File: src/rtl/fpu_issue_sched_pkg.sv
// Purpose: shared FPU op classes, per-class latencies and helpers, used by the
//          issue scheduler and the FPU execute stage.
// Latency: n/a (types and pure functions only).
// Backpressure: n/a.
package fpu_issue_sched_pkg;

  typedef enum logic [3:0] {
    FPU_NONE   = 4'd0,
    FPU_SIMPLE = 4'd1,  // neg/abs/cvt.w/round/trunc/ceil/floor
    FPU_COND   = 4'd2,
    FPU_CVTS   = 4'd3,
    FPU_ADDSUB = 4'd4,
    FPU_MUL    = 4'd5,
    FPU_DIV    = 4'd6,
    FPU_SQRT   = 4'd7
  } fpu_op_class_t;

  // Wide enough to hold the largest latency value itself.
  localparam int FPU_LAT_W = 4;

  localparam logic [FPU_LAT_W-1:0] FPU_SIMPLE_LATENCY = 4'd1;
  localparam logic [FPU_LAT_W-1:0] FPU_COND_LATENCY   = 4'd1;
  localparam logic [FPU_LAT_W-1:0] FPU_CVTS_LATENCY   = 4'd1;
  localparam logic [FPU_LAT_W-1:0] FPU_ADDSUB_LATENCY = 4'd2;
  localparam logic [FPU_LAT_W-1:0] FPU_MUL_LATENCY    = 4'd2;
  localparam logic [FPU_LAT_W-1:0] FPU_DIV_LATENCY    = 4'd8;
  localparam logic [FPU_LAT_W-1:0] FPU_SQRT_LATENCY   = 4'd8;

  // Unknown / NONE classes run through the simple path so the exception
  // logic downstream still sees a result.
  function automatic logic [FPU_LAT_W-1:0] fpu_class_latency(input logic [3:0] cls);
    case (cls)
      FPU_COND:   return FPU_COND_LATENCY;
      FPU_CVTS:   return FPU_CVTS_LATENCY;
      FPU_ADDSUB: return FPU_ADDSUB_LATENCY;
      FPU_MUL:    return FPU_MUL_LATENCY;
      FPU_DIV:    return FPU_DIV_LATENCY;
      FPU_SQRT:   return FPU_SQRT_LATENCY;
      default:    return FPU_SIMPLE_LATENCY;
    endcase
  endfunction

  // True for ops that occupy the non-pipelined divide/sqrt unit.
  function automatic logic fpu_class_blocking(input logic [3:0] cls);
    return (cls == FPU_DIV) || (cls == FPU_SQRT);
  endfunction

endpackage

File: src/rtl/fpu_wb_slot_ring.sv
// Purpose: writeback-slot reservation ring; entry k is the result due k cycles
//          from now. Ports: alloc/alloc_lat/alloc_tag/alloc_class reserve a slot,
//          flush clears all, slot_free[L-1] says latency L can be reserved,
//          head_* is the entry completing this cycle, any_valid = ring non-empty.
// Latency: a reservation with latency L reaches the head L cycles after alloc.
// Backpressure: none; caller must only alloc when slot_free allows it.
module fpu_wb_slot_ring
  import fpu_issue_sched_pkg::*;
#(
  parameter int MAX_LAT = 8,
  parameter int TAG_W   = 4
) (
  input  logic                 clk,
  input  logic                 rst_n,
  input  logic                 flush,
  input  logic                 alloc,
  input  logic [FPU_LAT_W-1:0] alloc_lat,
  input  logic [TAG_W-1:0]     alloc_tag,
  input  logic [3:0]           alloc_class,
  output logic [MAX_LAT-1:0]   slot_free,
  output logic                 head_valid,
  output logic [TAG_W-1:0]     head_tag,
  output logic [3:0]           head_class,
  output logic                 any_valid
);

  logic [MAX_LAT-1:0]            vld;
  logic [MAX_LAT-1:0][TAG_W-1:0] tag;
  logic [MAX_LAT-1:0][3:0]       cls;

  always_ff @(posedge clk or negedge rst_n) begin
    if (!rst_n) begin
      vld <= '0;
      tag <= '0;
      cls <= '0;
    end else if (flush) begin
      vld <= '0;
    end else begin
      vld <= {1'b0, vld[MAX_LAT-1:1]};
      tag <= {{TAG_W{1'b0}}, tag[MAX_LAT-1:1]};
      cls <= {4'd0, cls[MAX_LAT-1:1]};
      // The new reservation lands at L-1 after the shift, i.e. at the head
      // exactly L edges from now.
      for (int i = 0; i < MAX_LAT; i++) begin
        if (alloc && alloc_lat == FPU_LAT_W'(i + 1)) begin
          vld[i] <= 1'b1;
          tag[i] <= alloc_tag;
          cls[i] <= alloc_class;
        end
      end
    end
  end

  // Latency L collides with whatever currently sits at entry L (it shifts
  // into L-1 on the same edge). L == MAX_LAT has no such entry.
  assign slot_free  = {1'b1, ~vld[MAX_LAT-1:1]};
  assign head_valid = vld[0];
  assign head_tag   = tag[0];
  assign head_class = cls[0];
  assign any_valid  = |vld;

endmodule

File: src/rtl/fpu_issue_sched.sv
// Purpose: round-robin issue of one FPU op per cycle from NUM_REQ requesters,
//          reserving the single writeback slot and guarding the div/sqrt unit.
//          Ports: req_* in / req_ready grant, issue_* to FPU, wb_* from ring head, busy.
// Latency: grant is combinational; result shows on wb_* L cycles after issue.
// Backpressure: ineligible requesters see req_ready=0 and must hold their request.
module fpu_issue_sched
  import fpu_issue_sched_pkg::*;
#(
  parameter int NUM_REQ = 2,
  parameter int TAG_W   = 4,
  parameter int MAX_LAT = 8
) (
  input  logic                            clk,
  input  logic                            rst_n,
  input  logic                            flush,
  input  logic [NUM_REQ-1:0]              req_valid,
  input  logic [NUM_REQ-1:0][3:0]         req_class,
  input  logic [NUM_REQ-1:0][TAG_W-1:0]   req_tag,
  output logic [NUM_REQ-1:0]              req_ready,
  output logic                            issue_valid,
  output logic [$clog2(NUM_REQ)-1:0]      issue_sel,
  output logic [3:0]                      issue_class,
  output logic                            wb_valid,
  output logic [TAG_W-1:0]                wb_tag,
  output logic [3:0]                      wb_class,
  output logic                            busy
);

  localparam int SEL_W = $clog2(NUM_REQ);

  logic [SEL_W-1:0]     rr_ptr;
  logic [FPU_LAT_W-1:0] ds_cnt;
  logic [MAX_LAT-1:0]   slot_free;
  logic                 any_valid;

  logic [NUM_REQ-1:0]   elig;
  logic [FPU_LAT_W-1:0] lat_i;
  logic [MAX_LAT-1:0]   slot_sh;
  logic [SEL_W:0]       scan;
  logic                 found;
  logic [SEL_W-1:0]     gnt;
  logic [FPU_LAT_W-1:0] issue_lat;

  // Eligibility: valid, no flush, writeback slot free, divider idle if needed.
  // rst_n gating keeps grants quiet while the block is held in reset.
  always_comb begin
    elig    = '0;
    lat_i   = '0;
    slot_sh = '0;
    for (int i = 0; i < NUM_REQ; i++) begin
      lat_i   = fpu_class_latency(req_class[i]);
      slot_sh = slot_free >> (lat_i - FPU_LAT_W'(1));
      elig[i] = rst_n && req_valid[i] && !flush && slot_sh[0] &&
                !(fpu_class_blocking(req_class[i]) && ds_cnt != '0);
    end
  end

  // First eligible requester at or after rr_ptr, wrapping modulo NUM_REQ.
  always_comb begin
    found = 1'b0;
    gnt   = '0;
    scan  = '0;
    for (int off = 0; off < NUM_REQ; off++) begin
      scan = {1'b0, rr_ptr} + (SEL_W+1)'(off);
      if (scan >= (SEL_W+1)'(NUM_REQ)) scan = scan - (SEL_W+1)'(NUM_REQ);
      if (!found && elig[scan[SEL_W-1:0]]) begin
        found = 1'b1;
        gnt   = scan[SEL_W-1:0];
      end
    end
  end

  always_comb begin
    req_ready = '0;
    if (found) req_ready[gnt] = 1'b1;
  end

  assign issue_valid = found;
  assign issue_sel   = gnt;
  assign issue_class = found ? req_class[gnt] : 4'd0;
  assign issue_lat   = fpu_class_latency(issue_class);

  always_ff @(posedge clk or negedge rst_n) begin
    if (!rst_n) begin
      rr_ptr <= '0;
    end else if (found) begin
      rr_ptr <= (gnt == SEL_W'(NUM_REQ - 1)) ? '0 : gnt + SEL_W'(1);
    end
  end

  // Divider occupancy: loaded with L-1 so the next div/sqrt may go exactly
  // L cycles after the previous one.
  always_ff @(posedge clk or negedge rst_n) begin
    if (!rst_n) begin
      ds_cnt <= '0;
    end else if (flush) begin
      ds_cnt <= '0;
    end else if (found && fpu_class_blocking(issue_class)) begin
      ds_cnt <= issue_lat - FPU_LAT_W'(1);
    end else if (ds_cnt != '0) begin
      ds_cnt <= ds_cnt - FPU_LAT_W'(1);
    end
  end

  fpu_wb_slot_ring #(
    .MAX_LAT (MAX_LAT),
    .TAG_W   (TAG_W)
  ) u_ring (
    .clk         (clk),
    .rst_n       (rst_n),
    .flush       (flush),
    .alloc       (found),
    .alloc_lat   (issue_lat),
    .alloc_tag   (req_tag[gnt]),
    .alloc_class (issue_class),
    .slot_free   (slot_free),
    .head_valid  (wb_valid),
    .head_tag    (wb_tag),
    .head_class  (wb_class),
    .any_valid   (any_valid)
  );

  assign busy = any_valid || (ds_cnt != '0);

endmodule

File: config.mk
export PLATFORM = sky130hd
export DESIGN_NAME = fpu_issue_sched
export DESIGN_NICKNAME = d
export VERILOG_FILES = /design/src/rtl/fpu_issue_sched_pkg.sv /design/src/rtl/fpu_wb_slot_ring.sv /design/src/rtl/fpu_issue_sched.sv
export SDC_FILE = /design/constraint.sdc
export NUM_CORES = 1
export LEC_CHECK = 0
export CAP_MARGIN = 0
export CELL_PAD_IN_SITES_DETAIL_PLACEMENT = 1
export CELL_PAD_IN_SITES_GLOBAL_PLACEMENT = 1
export CORE_ASPECT_RATIO = 0.9
export CORE_UTILIZATION = 45
export CTS_CLUSTER_SIZE = 25
export DETAILED_ROUTE_END_ITERATION = 16
export DONT_BUFFER_PORTS = 1
export GPL_TIMING_DRIVEN = 0
export PLACE_DENSITY = 0.76
export SYNTH_ARGS = -nofsm -noshare
export SYNTH_HDL_FRONTEND = slang
export SYNTH_SLANG_ARGS = --single-unit
File: constraint.sdc
create_clock -name clk -period 3 [get_ports clk]
set_input_delay 0.45 -clock clk [delete_from_list [all_inputs] [get_ports clk]]
set_output_delay 0.45 -clock clk [all_outputs]
set_load 0.02 [all_outputs]
; Word level (Yosys, flattened, before mapping)
; Cells that the tools add are included.
; Widths: inputs -> output; s select.
[op_classes]
n_addsub = 8
order_cmp = 6
eq_ne = 20
shift = 2
mux = 50
n_bitwise = 1
reduce_logical = 38
[op_table]
columns = operator, count
row1 = $mux 4, 24
row2 = $eq 4x3->1 const B, 16
row3 = $pmux 4 s2, 3
row4 = $logic_and 1x1->1, 21
row5 = $mux 1, 20
row6 = $shr 8x4->1, 2
row7 = $sub 4x1->4 const B, 4
row8 = $reduce_or 2->1, 6
row9 = $eq 4x2->1 const B, 2
row10 = $mux 8, 1
row11 = $reduce_or 8->1, 1
row12 = $not 7->7, 1
row13 = $lt 1x2->1 const B, 3
row14 = $eq 4x1->1 const B, 1
row15 = $eq 4x4->1 const B, 1
row16 = $logic_not 1->1, 4
row17 = $logic_or 1x1->1, 4
row18 = $reduce_bool 4->1, 1
row19 = $reduce_bool 3->1, 1
row20 = $add 1x1->2 const B, 1
row21 = $ge 1x2->1 const B, 1
row22 = $ge 2x2->1 const B, 1
row23 = $mux 2, 1
row24 = $sub 1x1->1 const B, 2
row25 = other kinds (3), 3
[word_totals]
register_bits = 77
input_bits = 21
elab_cells = 144

; Logic depth before layout (Yosys ltp)
; Gate-level depths: netlist of the first run.
[depth]
ltp_word = 23
mapped_depth = 10
mapped_depth_nobuf = 9

; Hierarchy
; From an unflattened synthesis of the first run, not the netlist that was laid out.
[unflattened]
hier_cells = 458
area_unflattened_um2 = 4220.3
[by_module_without_submodules]
columns = mod, instances, cells_each, area_per_inst_um2
row1 = fpu_wb_slot_ring, 1, 395, 3602.2
row2 = fpu_issue_sched, 1, 63, 618.1

; Least setup slack after synthesis of the first run
; No wires, ideal clock.
[synth_path]
path_kind = register to output
from = register ds_cnt[0]
to = output issue_class[2]
t_arrival_ps = 1987
setup_slack_ps = 563
stages_incl_launch_ff = 8
path_cell_list = dfrtp_1 inv_1 ha_1 nor3b_4 a211oi_2 o311ai_4 inv_4 a22o_2
[synth_between]
elab_chain_len = 13
word_cells_on_any_way = 20
cone_classes = 11 x mux / 9 x reduce/logical
[synth_lines]
columns = element, line_no
row1 = from (decl), fpu_issue_sched.sv:32  ; logic [FPU_LAT_W-1:0] ds_cnt;
row2 = from (signal assigned), fpu_issue_sched.sv:99  ; ds_cnt <= issue_lat - FPU_LAT_W'(1);
row3 = from (signal assigned), fpu_issue_sched.sv:101  ; ds_cnt <= ds_cnt - FPU_LAT_W'(1);
row4 = $reduce_bool 4->1 *, fpu_issue_sched.sv:54  ; !(fpu_class_blocking(req_class[i]) && ds_cnt != '0);
row5 = $logic_and 1x1->1, fpu_issue_sched.sv:54
row6 = $logic_not 1->1, fpu_issue_sched.sv:54
row7 = $logic_and 1x1->1, fpu_issue_sched.sv:53  ; elig[i] = rst_n && req_valid[i] && !flush && slot_sh[0] &&
row8 = $mux 1 (not written as such) (2 in series), fpu_issue_sched.sv:66  ; if (!found && elig[scan[SEL_W-1:0]]) begin
row9 = $mux 1, fpu_issue_sched.sv:66
row10 = $logic_not 1->1, fpu_issue_sched.sv:66
row11 = $logic_and 1x1->1, fpu_issue_sched.sv:66
row12 = $mux 1 *, fpu_issue_sched.sv:66
row13 = via issue_sel, fpu_issue_sched.sv:21  ; output logic [$clog2(NUM_REQ)-1:0] issue_sel,
row14 = $mux 4 (not written as such) * (2 in series), fpu_issue_sched.sv:80  ; assign issue_class = found ? req_class[gnt] : 4'd0;
row15 = $mux 4 *, fpu_issue_sched.sv:80
row16 = to (decl), fpu_issue_sched.sv:22  ; output logic [3:0] issue_class,
; The timed path passes the listed nets; every way through them passes the cells marked *. The select of a mux whose other input is x is not followed.

; Worst setup path in the final report of the first run
[layout_path]
from = register ds_cnt[0]
to = output issue_class[2]
[layout_between]
elab_chain_len = 13
word_cells_on_any_way = 20
cone_classes = 11 x mux / 9 x reduce/logical
[layout_lines]
columns = element, line_no
row1 = $reduce_bool 4->1 *, fpu_issue_sched.sv:54
row2 = $logic_and 1x1->1, fpu_issue_sched.sv:54
row3 = $logic_not 1->1, fpu_issue_sched.sv:54
row4 = $logic_and 1x1->1, fpu_issue_sched.sv:53
row5 = $mux 1 (not written as such) (2 in series), fpu_issue_sched.sv:66
row6 = $mux 1, fpu_issue_sched.sv:66
row7 = $logic_not 1->1, fpu_issue_sched.sv:66
row8 = $logic_and 1x1->1, fpu_issue_sched.sv:66
row9 = $mux 1, fpu_issue_sched.sv:66
row10 = $mux 4 (not written as such) (2 in series), fpu_issue_sched.sv:80
row11 = $mux 4 *, fpu_issue_sched.sv:80
; Every way passes the cells marked *; elsewhere a longest branch is shown, timed or not. The select of a mux whose other input is x is not followed.

==> summary.txt, run 1 <==
Detailed routing
  • Remaining antenna violation count: 0
  • First drt pass iteration count: 4
  • DRT iter0 DRCs: 81
  • Overall via count from detail_route: 2151
  • Post-Route WL: 7206 um
  • DRC viols: 0
  • WL/cell: 18.43 um
  • Avg Vias per Cell: 5.501

Yosys
  • Seq cells post-synth: 77
  • Post-synthesis instance area: 3372 um^2
  • Post-synth EDFFs: 0
  • Synth Instances: 275
  • Synth Net Count: 297
  • Sequential share of the synthesized area: 57.14%
  • Synth warn: 0
  • Avg Cell Area, Syn: 12.26 um^2
  • Top FF cell, synth: dfrtp_1
  • Async SR Flop Fraction: 100.0%
  • Netlist cell types: 41

Placement
  • PortBufs: 0
  • Gpl congestion: 0.7987
  • DP Worst Slack: -76.16 ps
  • HPWL Detailed: 4777 um

Die
  • Core Box Area: 7148 um^2
  • FP Rows: 29
  • Die area: 7844 um^2
  • Top-level I/O count: 39
  • Initial Util: 47.17%
  • Die height: 84.12 um
  • Chip width: 93.25 um

Clocking
  • CTS root buf: clkbuf_8
  • Clock-pin slew on the worst setup and hold paths: 80 ps
  • CTS tree: built
  • Clk_lat worst skew: 350 ps
  • CTS Buf Count: 9
  • Clk buf depth: 2
  • Clock Sinks: 77
  • H-tree levels: 3

Global routing
  • Met1 Track Usage GR: 25.40%
  • GRT Total Usage: 20.55%
  • First-pass GRT wire length: 11850 um
  • Busiest grt layer: met2
  • GRT Residual Overflow: 0
  • Met2 Use GR: 33.62%
  • Largest net degree at the start of global routing: 78
  • Initial antenna violation count: 0
  • Met3 usage: 6.740%
  • Vias in the first global route: 2266

Timing
  • Setup-failing EPs final: 0
  • Achievable clock frequency: 350.3 MHz
  • Tightest Pin Transition: 694.0 ps
  • Max Slew Vio Count: 0
  • RSZ-0062 raised after global routing: false
  • Endpoints failing hold: 0
  • Worst hold slack: 334.3 ps
  • Worst setup margin: 145.6 ps
  • Fin crit period: 2854 ps
  • Period utilization: 95.15%
  • Layout Skew: 11.18 ps
  • Slew headroom: 53.25%

Setup path
  • Crit Path Category: reg -> out
  • CP most frequent cell: inv_1
  • Critical Path End Type: primary output
  • Crit start category: flip-flop
  • Slowest CP cell: dfrtp_1
  • Req. time, crit path: 2550 ps
  • Reg2reg end: u_ring.tag[4]$_DFFE_PN0N_
  • Reg-to-reg startpoint: ds_cnt[0]$_DFFE_PN0P_
  • Crit-path cells: inv_1, ha_1, nor3b_4, a211oi_2, nor2_2, nand2_2, inv_1, a22o_2
  • R2R depth: 11
  • Worst EP arrival: 2400 ps
  • Worst-path fanout max: 6
  • Crit path largest cell delay: 380 ps
  • R2r setup slk: 230 ps

Finish
  • Layout cells sized above 1: 30.87%
  • ANT cells: 0
  • Nets: 315
  • P&R area growth vs syn: 12.69%
  • Fin util: 53.16%
  • Fillers: 742

Min path
  • Type of the worst min-delay path: in -> reg
  • Hold Startpoint: req_class[2]
  • Worst Hold Path Cells: 2
  • Worst Hold End: u_ring.head_class[3]$_DFFE_PN0N_

Power
  • Power density over the cells: 634.4 nW/um^2
  • Clock network fraction of design power: 36.5%
  • Peak supply drop: 0.2678 mV
  • Gate power share: 17.1%
  • Sw Pwr: 0.6259 mW
  • Switch share: 25.96%
  • Internal: 1.785 mW
  • Part of the power in registers: 46.4%
  • Lkg Pwr: 1.818 nW

Status
  • Status: completed

Job
  • Max-cap violation count: 0
[synthesized netlist by cell type (all sizes together), types with 4 or more instances]
cell     n  share of area, %
dfrtp   77                57
mux2    46                15
nor2    14               1.6
nor2b    6               1.1
nand2   24               2.7
clkbuf   9               1.0
inv     13               1.5
nand2b   4              0.74
o21ai   19               2.8
a21oi    7               1.0
a32o     5               1.5
buf     12               2.7
mux2i   10               3.0
[cell usage in the layout, fill, tap and decap left out, drive strengths merged, types with 2 or more instances in the layout]
master,synthesis,layout
a32o,5,5
nor2,14,14
nor2b,6,6
clkbuf,9,22
mux2i,10,10
nand3,2,2
a311oi,2,2
nor3,2,2
nor4,2,2
xnor2,2,2
dfrtp,77,77
nor3b,2,2
a211oi,2,2
nand3b,2,2
o21ai,19,19
a21oi,7,7
inv,13,13
buf,12,18
nand2b,4,4
mux2,46,46
bufinv,0,2
nand2,24,24
[critical path: cells and delay by family, from the launching register on]
kind | cells | cell delay [ps]
AO/OA/AOI/OAI | 2 | 420
buffers and inverters | 2 | 290
adder cells (fa/ha/maj) | 1 | 220
flip-flops | 1 | 380
AND/OR/NAND/NOR | 3 | 740
[timing repair]
action | 4_1_cts | 5_1_grt
pin swaps | 1 | 0
endpoints found under the setup margin | 15 | 2
hold buffers | 2 | 0
resized for setup | 0 | 3
buffers inserted | 4 | 1
cloned | 0 | 0
endpoints found under the hold margin | 77 | 0
[cells by family (layout without fill, tap and decap cells)]
logic type               count (synthesis)  after routing  share of synthesized area [%]
adder cells (fa/ha/maj)                  1              1                         0.3710
XOR/XNOR                                 2              2                         0.5196
multiplexers                            56             56                          18.33
flip-flops                              77             77                          57.14
AND/OR/NAND/NOR                         61             61                          8.980
buffers and inverters                   34             57                          5.232
AO/OA/AOI/OAI                           44             44                          9.425
[power by group through the flow]
stage	Clock (mW)	Combinational, mW	Sequential (mW)
2_1_floorplan	0	0.276	1.13
3_3_place_gp	0	0.322	1.14
3_5_place_dp	0	0.332	1.14
4_1_cts	0.908	0.399	1.12
5_1_grt	0.952	0.451	1.12
6_report	0.881	0.412	1.12
[worst max-delay path by stage]
stage                                startpoint                     to  slack [ps]  cells after the start
after floorplan           ds_cnt[0]$_DFFE_PN0P_         issue_class[2]         560                      7
after global placement    ds_cnt[0]$_DFFE_PN0P_  ds_cnt[0]$_DFFE_PN0P_         -50                     10
after detailed placement  ds_cnt[0]$_DFFE_PN0P_  ds_cnt[0]$_DFFE_PN0P_         -80                     10
after CTS                 ds_cnt[0]$_DFFE_PN0P_         issue_class[2]          30                      8
after global routing      ds_cnt[0]$_DFFE_PN0P_         issue_class[2]          30                      8
final                     ds_cnt[0]$_DFFE_PN0P_         issue_class[2]         150                      8
[metrics by stage]
stage	setup TNS (ps)	power, mW	instance area (um^2)	cells
finish	0	2.411	3800	391
global route	0	2.525	3800	391
CTS	0	2.425	3782	390
detailed placement	-407.2	1.471	3488	368
global placement	-206.6	1.458	3488	368
floorplan	0	1.405	3372	275
[registers in the layout, indices dropped and copies added (netlist names)]
name and flops:
u_ring.head_tag 4, ds_cnt 4, rr_ptr 1, u_ring.tag 28
u_ring.cls 28, u_ring.vld 8, u_ring.head_class 4
[cell type report]
cell class                      instances  area (um^2)  area share, %
Sequential cell                        77         1927          50.71
Clock buffer                           13        158.9          4.182
Inverter                               13        51.30          1.350
Multi-Input combinational cell        164         1279          33.65
Clock inverter                          3        67.56          1.778
Buffer                                 21        125.1          3.293
Timing Repair Buffer                    7        75.07          1.976
Tap cell                               93        116.4          3.062
[layer usage]
layer  share of wire (%)  up-vias
met4                 1.8        0
met5                   0        -
met2                  50       59
met1                  43     1094
li1                    -      984
met3                 4.9       14
Power figures use the tool's default switching activity.
==> run 2: changes to the inputs <==
--- a/config.mk
+++ b/config.mk
@@ -5,7 +5,6 @@
 export SDC_FILE = /design/constraint.sdc
 export NUM_CORES = 1
 export LEC_CHECK = 0
-export CAP_MARGIN = 0
 export CELL_PAD_IN_SITES_DETAIL_PLACEMENT = 1
 export CELL_PAD_IN_SITES_GLOBAL_PLACEMENT = 1
 export CORE_ASPECT_RATIO = 0.9
==> constraint.sdc (replaced) <==
create_clock -name clk -period 3 [get_ports clk]
set_input_delay 0.6 -clock clk [delete_from_list [all_inputs] [get_ports clk]]
set_output_delay 0.6 -clock clk [all_outputs]
set_load 0.01 [all_outputs]
==> summary.txt, run 2 (synthesis results as in run 1) <==
Detailed routing
  • Avg Vias per Cell: 5.469
  • Post-Route WL: 7230 um
  • Overall via count from detail_route: 2133
  • WL/cell: 18.54 um
  • First drt pass iteration count: 4
  • Remaining antenna violation count: 0
  • DRT iter0 DRCs: 105
  • DRC viols: 0

Global routing
  • Vias in the first global route: 2256
  • Initial antenna violation count: 0
  • GRT Residual Overflow: 0
  • GRT Total Usage: 20.55%
  • Largest net degree at the start of global routing: 78
  • First-pass GRT wire length: 11840 um

Power
  • Part of the power in registers: 46.7%
  • Power density over the cells: 631.2 nW/um^2
  • Peak supply drop: 0.2679 mV
  • Sw Pwr: 0.6091 mW
  • Clock network fraction of design power: 37.0%
  • Lkg Pwr: 1.820 nW
  • Gate power share: 16.3%
  • Internal: 1.784 mW
  • Switch share: 25.45%
  • Pwr Total: 2.393 mW

Finish
  • Most frequent cells in the layout: dfrtp_1, mux2_2, nand2_1, buf_4, nor2_1
  • Biggest regs: u_ring.cls (28), u_ring.tag (28), u_ring.vld (8)
  • Nets: 314
  • Fin util: 53.04%
  • Commonest non-fill, non-tap cell in the layout: dfrtp_1
  • Layout cells sized above 1: 31.31%
  • P&R area growth vs syn: 12.43%
  • ANT cells: 0

Status
  • Status: completed

Die
  • Core Box Area: 7148 um^2
  • Chip width: 93.25 um
  • Die height: 84.12 um
  • Initial Util: 47.17%
  • Top-level I/O count: 39
  • FP Rows: 29
  • Die area: 7844 um^2

Clocking
  • H-tree levels: 3
  • CTS root buf: clkbuf_8
  • CTS tree: built
  • Clk_lat worst skew: 350 ps
  • Clk buf depth: 2
  • Clock-pin slew on the worst setup and hold paths: 80 ps
  • Clock Sinks: 77
  • CTS Buf Count: 9

Setup path
  • Worst-path fanout max: 6
  • Crit start category: flip-flop
  • Req. time, crit path: 2400 ps
  • Critical Path End Type: primary output
  • Crit Path Category: reg -> out
  • R2r setup slk: 260 ps
  • Worst EP arrival: 2290 ps

Timing
  • Slew headroom: 57.68%
  • Tightest Pin Transition: 634.9 ps
  • Setup-failing EPs final: 0
  • Period utilization: 96.26%
  • Max Slew Vio Count: 0
  • Endpoints failing hold: 0
  • RSZ-0062 raised after global routing: true
  • Achievable clock frequency: 346.3 MHz
  • Fin crit period: 2888 ps
  • Layout Skew: 11.56 ps
  • Sum Neg Setup Slack: 0 ps

Job
  • Max-cap violation count: 0

Placement
  • PortBufs: 0
  • Gpl congestion: 0.7987
  • HPWL Detailed: 4777 um

Min path
  • Type of the worst min-delay path: in -> async
[run 2: cell count changes in the layout (fill, tap and decap cells not counted)]
| cell | delta |
|---|---|
| a32o_2 | +1 |
| a32o_1 | -1 |
| dlygate4sd3_1 | -1 |
[run 2: power by group through the flow]
stage | Sequential (mW) | Clock, mW | Combinational, mW
final | 1.12 | 0.884 | 0.391
after global routing | 1.12 | 0.952 | 0.431
after CTS | 1.12 | 0.908 | 0.378
after detailed placement | 1.14 | 0 | 0.312
after global placement | 1.14 | 0 | 0.302
after floorplan | 1.13 | 0 | 0.255
[run 2: through the flow]
step,setup slack (ps),std cells,cell area [um^2],hold slack [ps]
CTS,50.32,389,3775,145.8
global placement,6.399,368,3488,305.8
global route,-8.219,390,3791,133.6
detailed placement,-10.96,368,3488,306.3
finish,112.2,390,3791,117.4
floorplan,467.7,275,3372,304.4
[run 2: layout make-up]
class | count | area [um^2]
Buffer | 21 | 125.1
Clock buffer | 13 | 158.9
Clock inverter | 3 | 67.56
Fill cell | 744 | 3357
Inverter | 13 | 51.30
Multi-Input combinational cell | 164 | 1280
Sequential cell | 77 | 1927
Tap cell | 93 | 116.4
Timing Repair Buffer | 6 | 65.06
[run 2: worst paths after layout]
path | start | end | cells after the start
setup / recovery | ds_cnt[0]$_DFFE_PN0P_ | issue_class[2] | 8
hold / removal | rst_n | u_ring.vld[0]$_DFF_PN0_ | 1
setup reg to reg | ds_cnt[0]$_DFFE_PN0P_ | u_ring.tag[4]$_DFFE_PN0N_ | 11
hold reg to reg | u_ring.cls[29]$_DFFE_PN0N_ | u_ring.cls[29]$_DFFE_PN0N_ | 2
max in group asynchronous | rst_n | u_ring.tag[14]$_DFFE_PN0N_ | 1
min in group clk | u_ring.cls[29]$_DFFE_PN0N_ | u_ring.cls[29]$_DFFE_PN0N_ | 2
[run 2: layer usage]
layer | global-route usage (%) | up-vias | wire (um)
li1 | - | 979 | -
met1 | 25.34 | 1079 | 3149
met2 | 33.69 | 61 | 3602
met3 | 6.740 | 14 | 347
met4 | 7.552 | 0 | 131
met5 | 0 | - | 0
[run 2: timing repair]
item,CTS,global route
hold buffers,1,0
setup buffers,4,1
gates cloned,0,0
setup endpoints to repair,8,3
pin swaps,1,0
hold endpoints to repair,77,0
gates resized for setup,1,3
[run 2: critical path, cell delays in order, from the launching register on]
cell	delay, ps
dfrtp_1	380
inv_1	90
ha_1	220
nor3b_4	330
a211oi_2	180
nor2_2	290
nand2_2	120
inv_1	150
a22o_2	180
